--- config.mk ---
export PLATFORM = sky130hd
export DESIGN_NAME = sequence_generator
export DESIGN_NICKNAME = d
export VERILOG_FILES = /design/src/rtl/sequence_generator.sv
export SDC_FILE = /design/constraint.sdc
export NUM_CORES = 1
export LEC_CHECK = 0
export CAP_MARGIN = 20
export CORE_MARGIN = 2
export CORE_UTILIZATION = 50
export CTS_CLUSTER_DIAMETER = 100
export DETAILED_ROUTE_END_ITERATION = 10
export PLACE_DENSITY = 0.78
export REMOVE_ABC_BUFFERS = 1
export SLEW_MARGIN = 20
export SYNTH_ARGS = -nofsm -noshare
export SYNTH_HDL_FRONTEND = slang
export SYNTH_SLANG_ARGS = --single-unit
--- constraint.sdc ---
create_clock -name clk -period 4.4 [get_ports clk]
set_input_delay 0.88 -clock clk [delete_from_list [all_inputs] [get_ports clk]]
set_output_delay 0.88 -clock clk [all_outputs]
set_load 0.01 [all_outputs]
--- src/rtl/sequence_generator.sv ---
// rtl/sequence_generator.sv - serial pattern transmitter: 4-bit code in, 8-bit pattern out MSB first
// Two-process FSM (IDLE/SEND/GAP) with an optional idle gap and a wrapping frame counter.
module sequence_generator #(
  parameter int GAP_CYCLES = 0
) (
  input  logic       clk,
  input  logic       rst,
  input  logic       start,
  input  logic [3:0] code,
  output logic       ready,
  output logic       x,
  output logic       x_valid,
  output logic       busy,
  output logic       done,
  output logic       err,
  output logic [7:0] frames_sent
);

  typedef enum logic [1:0] {
    IDLE = 2'd0,
    SEND = 2'd1,
    GAP  = 2'd2
  } state_t;

  localparam logic [7:0] GAP_LAST = (GAP_CYCLES > 0) ? 8'(GAP_CYCLES - 1) : 8'd0;

  state_t     state_q, state_d;
  logic [7:0] shift_q, shift_d;
  logic [2:0] bit_cnt_q, bit_cnt_d;
  logic [7:0] gap_cnt_q, gap_cnt_d;
  logic       x_q, x_d;
  logic       x_valid_q, x_valid_d;
  logic       done_q, done_d;
  logic       err_q, err_d;
  logic [7:0] frames_q, frames_d;
  logic       code_valid;
  logic [7:0] code_pattern;

  function automatic logic [7:0] pattern_of(input logic [3:0] c);
    case (c)
      4'd1:    return 8'b11110000;
      4'd2:    return 8'b11001100;
      4'd3:    return 8'b00110011;
      4'd4:    return 8'b00001111;
      default: return 8'b00000000;
    endcase
  endfunction

  assign code_valid   = (code >= 4'd1) && (code <= 4'd4);
  assign code_pattern = pattern_of(code);

  always_ff @(posedge clk) begin
    if (rst) begin
      state_q   <= IDLE;
      shift_q   <= 8'd0;
      bit_cnt_q <= 3'd0;
      gap_cnt_q <= 8'd0;
      x_q       <= 1'b0;
      x_valid_q <= 1'b0;
      done_q    <= 1'b0;
      err_q     <= 1'b0;
      frames_q  <= 8'd0;
    end else begin
      state_q   <= state_d;
      shift_q   <= shift_d;
      bit_cnt_q <= bit_cnt_d;
      gap_cnt_q <= gap_cnt_d;
      x_q       <= x_d;
      x_valid_q <= x_valid_d;
      done_q    <= done_d;
      err_q     <= err_d;
      frames_q  <= frames_d;
    end
  end

  always_comb begin
    state_d   = state_q;
    shift_d   = shift_q;
    bit_cnt_d = bit_cnt_q;
    gap_cnt_d = gap_cnt_q;
    x_d       = 1'b0;
    x_valid_d = 1'b0;
    done_d    = 1'b0;
    err_d     = 1'b0;
    frames_d  = frames_q;

    case (state_q)
      IDLE: begin
        if (start) begin
          if (code_valid) begin
            // The MSB goes out on the acceptance edge so the first bit lands one cycle later.
            shift_d   = code_pattern;
            bit_cnt_d = 3'd7;
            x_d       = code_pattern[7];
            x_valid_d = 1'b1;
            state_d   = SEND;
          end else begin
            err_d = 1'b1;
          end
        end
      end
      SEND: begin
        if (bit_cnt_q == 3'd0) begin
          done_d    = 1'b1;
          frames_d  = frames_q + 8'd1;
          gap_cnt_d = 8'd0;
          state_d   = (GAP_CYCLES > 0) ? GAP : IDLE;
        end else begin
          shift_d   = {shift_q[6:0], 1'b0};
          x_d       = shift_q[6];
          x_valid_d = 1'b1;
          bit_cnt_d = bit_cnt_q - 3'd1;
        end
      end
      GAP: begin
        if (gap_cnt_q == GAP_LAST) begin
          gap_cnt_d = 8'd0;
          state_d   = IDLE;
        end else begin
          gap_cnt_d = gap_cnt_q + 8'd1;
        end
      end
      default: state_d = IDLE;
    endcase
  end

  assign ready       = (state_q == IDLE) && !rst;
  assign busy        = (state_q == SEND) || (state_q == GAP);
  assign x           = x_q;
  assign x_valid     = x_valid_q;
  assign done        = done_q;
  assign err         = err_q;
  assign frames_sent = frames_q;

endmodule

==> results_dict.tcl <==
set metrics [dict create \
    cts_made_buffers 3 \
    path_common_cell "clkdlybuf4s50_1" \
    synthTopCellsByCount "23 x dfxtp_1, 19 x nor2_1, 5 x nor3_1, 5 x xnor2_1" \
    num_io_pins 21 \
    rsz0062_at_grt "false" \
    synth_top_area_share_pct 44.6 \
    worstPathCellList "clkdlybuf4s50_1 -> buf_4 -> nor2_1 -> clkdlybuf4s50_1" \
    hold_path.class "flip-flop to flip-flop" \
    ys_warn_count 0 \
    worst_slew_pin_slew_ns 0.601 \
    cts.path.max_buffers 2 \
    worst_slack_ns 1.26 \
    synth_top_area_cell "dfxtp_1" \
    synth_cell_type_count 32 \
    hold_buffers 0 \
    cts_tree "done" \
    p_leak_nw 0.440 \
    cts_root_buffer "clkbuf_4" \
    power_frac_comb_pct 15.9 \
    grt_max_degree 23 \
    gp_congestion 0.781 \
    grtUsageTotal_pct 18.0 \
    skew_ns 0.00522 \
    drt-vias-per-instance 5.53 \
    outcome "finished, final reports clean" \
    area_delta_synth_final_pct 24.1 \
    n_antenna_cell 0 \
    pwr-share-clk_pct 26.0 \
    drt_iter0_markers 10 \
    grt_pass1_wl_mm 3.39 \
    slew_headroom_pct 60.0 \
    p_int_mw 0.283 \
    fin_tns_setup_ns 0 \
    h-tree-depth 1 \
    design.core.area_mm2 0.00196 \
    setup.worst_path.start_class "primary input" \
    clock_sinks 23 \
    synth_edf_count 0 \
    finalHoldViolCount 0 \
    num-fill-cells 186 \
    post-place-ws_ns 1.25 \
    post_cts_buffers 0 \
    grt_pass1_vias 751 \
    min_period_ns 3.14 \
    syn_inst 109 \
    wirelength_mm 1.98 \
    synthesis.area_mm2 0.00103 \
    cts_resized 0 \
    crit_path_max_fanout 22 \
    required_ns 3.52 \
    grt_overflow 0 \
    fin_total_pwr_mw 0.389 \
    antenna_found_initial 0 \
    num_vias 868 \
    drv_cap 0 \
    antenna_left 0 \
    drtPass1Iterations 4 \
    slowest_stage "clkdlybuf4s50_1" \
    cts.clk_slew.worst_paths_ns 0.13 \
    yosysMostFrequentCell "dfxtp_1" \
    peakVddDrop_mv 0.274 \
    slew_violations 0 \
    worst_skew_pair.late_latency_ns 0.31 \
    critical_path_class "primary input to primary output" \
    die_w_um 49.5 \
    power-per-cell-area_mw_per_mm2 303 \
    rows 16 \
    fin_util_pct 65.4 \
    crit_arrival_ns 2.26 \
    r2r_setup_slack_ns 2.48 \
    hpwl_mm 1.45 \
    wl_per_cell_um 12.6 \
    syn_avg_cell_area_um2 9.48 \
    finalCritPeriodShare_pct 71.4 \
    synth-seq-cells 23 \
    p_sw_share_pct 27.3 \
    end_kind "primary output" \
    synthArstFlopShare_pct 0 \
    max_freq_mhz 318 \
    ys_seq_area_share_pct 44.6 \
    nets 141 \
    synth_ff_type "dfxtp_1" \
    initial_core_util_pct 52.7 \
    worst_path_dominant_cell_family "buffers and inverters" \
    drc_errors 0 \
    sequentialPowerShare_pct 58.1 \
    cp.buffers_inverters 3 \
    fp.dieH_um 49.5 \
    design.die.area_mm2 0.00245 \
    p_sw_mw 0.106 \
    critPathMaxStageDelay_ns 0.58 \
    setup_viol 0 \
    final_layout_size_suffix_gt1_share_pct 7.69 \
    synth.top_cells.by_area "dfxtp_1 45%, nor2_1 6.9%, a211oi_2 4.8%, xnor2_1 4.2%, ha_1 3.6%" \
    numPortBuffers 20 \
]
-- metrics by stage --
| step | instance area, um^2 | hold slack [ns] | instances |
|---|---|---|---|
| 2_1_floorplan | 1010 | 0.431 | 105 |
| 3_3_place_gp | 1250 | 0.450 | 153 |
| 3_5_place_dp | 1250 | 0.472 | 153 |
| 4_1_cts | 1280 | 0.492 | 157 |
| 5_1_grt | 1280 | 0.503 | 157 |
| 6_report | 1280 | 0.491 | 157 |
-- per-layer routing --
layer	vias up	part of all wire (%)	wire length [um]	GRT usage (%)
li1	434	-	-	-
met1	411	49	978	24.6
met2	19	45	895	29.3
met3	4	3.3	66	1.82
met4	0	2.0	40	6.94
met5	-	0	0	0
-- power groups by stage --
| stage | clock network (mW) | logic [mW] | registers [mW] |
|---|---|---|---|
| floorplan | 0 | 0.0369 | 0.230 |
| global placement | 0 | 0.0602 | 0.230 |
| finish | 0.101 | 0.0620 | 0.226 |
| detailed placement | 0 | 0.0615 | 0.230 |
| CTS | 0.103 | 0.0621 | 0.226 |
| global route | 0.111 | 0.0692 | 0.227 |
-- flip-flops by register name (all words and copies together), names as in the netlist --
| name | cells |
|---|---|
| bit_cnt_q | 3 |
| shift_q | 7 |
| done | 1 |
| state_q | 1 |
| frames_sent | 8 |
| x | 1 |
| err | 1 |
| x_valid | 1 |
-- worst reg2reg max path, cell delays in order (launching register included) --
cell and delay (ns):
dfxtp_1 0.49, or3b_1 0.48, o32ai_4 0.53, nor2_1 0.09, a211oi_1 0.25
-- cells in the final DEF (no fill, tap or decap), types with 2 or more instances in the layout --
cell | Yosys | layout
a211oi_2 | 4 | 4
nor2b_1 | 2 | 2
dfxtp_1 | 23 | 23
xor2_1 | 4 | 4
a211oi_1 | 4 | 4
clkdlybuf4s50_1 | 0 | 20
nor3_1 | 5 | 5
a22oi_1 | 3 | 3
nand2_1 | 4 | 4
a21oi_1 | 4 | 4
o21ai_0 | 2 | 2
xnor2_1 | 5 | 5
inv_1 | 3 | 3
clkbuf_4 | 0 | 3
nand3b_1 | 2 | 2
ha_1 | 3 | 3
nand3_1 | 4 | 4
nor2_1 | 19 | 19
-- cell type report --
type / count / area [um^2] / share of cell area (%)
multi-input cells: 79 / 539 / 42.0
flip-flops and latches: 23 / 460 / 35.9
repair buffers: 21 / 208 / 16.2
well taps: 27 / 33.8 / 2.63
clock buffers: 3 / 22.5 / 1.76
inverters: 3 / 11.3 / 0.878
clock inverters: 1 / 7.51 / 0.585
-- worst paths after layout --
path / from / end / cells after the start
worst max-delay path: rst / ready / 4
worst min-delay path: shift_q[0]$_SDFFE_PP0P_ / shift_q[1]$_SDFFE_PP0P_ / 2
worst max register to register: state_q[0]$_SDFFE_PP0P_ / shift_q[2]$_SDFFE_PP0P_ / 4
worst min register to register: shift_q[0]$_SDFFE_PP0P_ / shift_q[1]$_SDFFE_PP0P_ / 2
-- logic make-up (layout without fill, tap and decap cells) --
group / count (synthesis) / count (layout) / share of synthesized area [%]
buffers and inverters: 7 / 28 / 3.27
DFF: 23 / 23 / 44.6
xor gates and xnor gates: 9 / 9 / 7.63
muxes: 1 / 1 / 0.969
AOI/OAI and AO/OA: 23 / 23 / 19.6
adders and majority gates: 3 / 3 / 3.63
and+or+nand+nor: 43 / 43 / 20.3
Power figures use the tool's default switching activity.
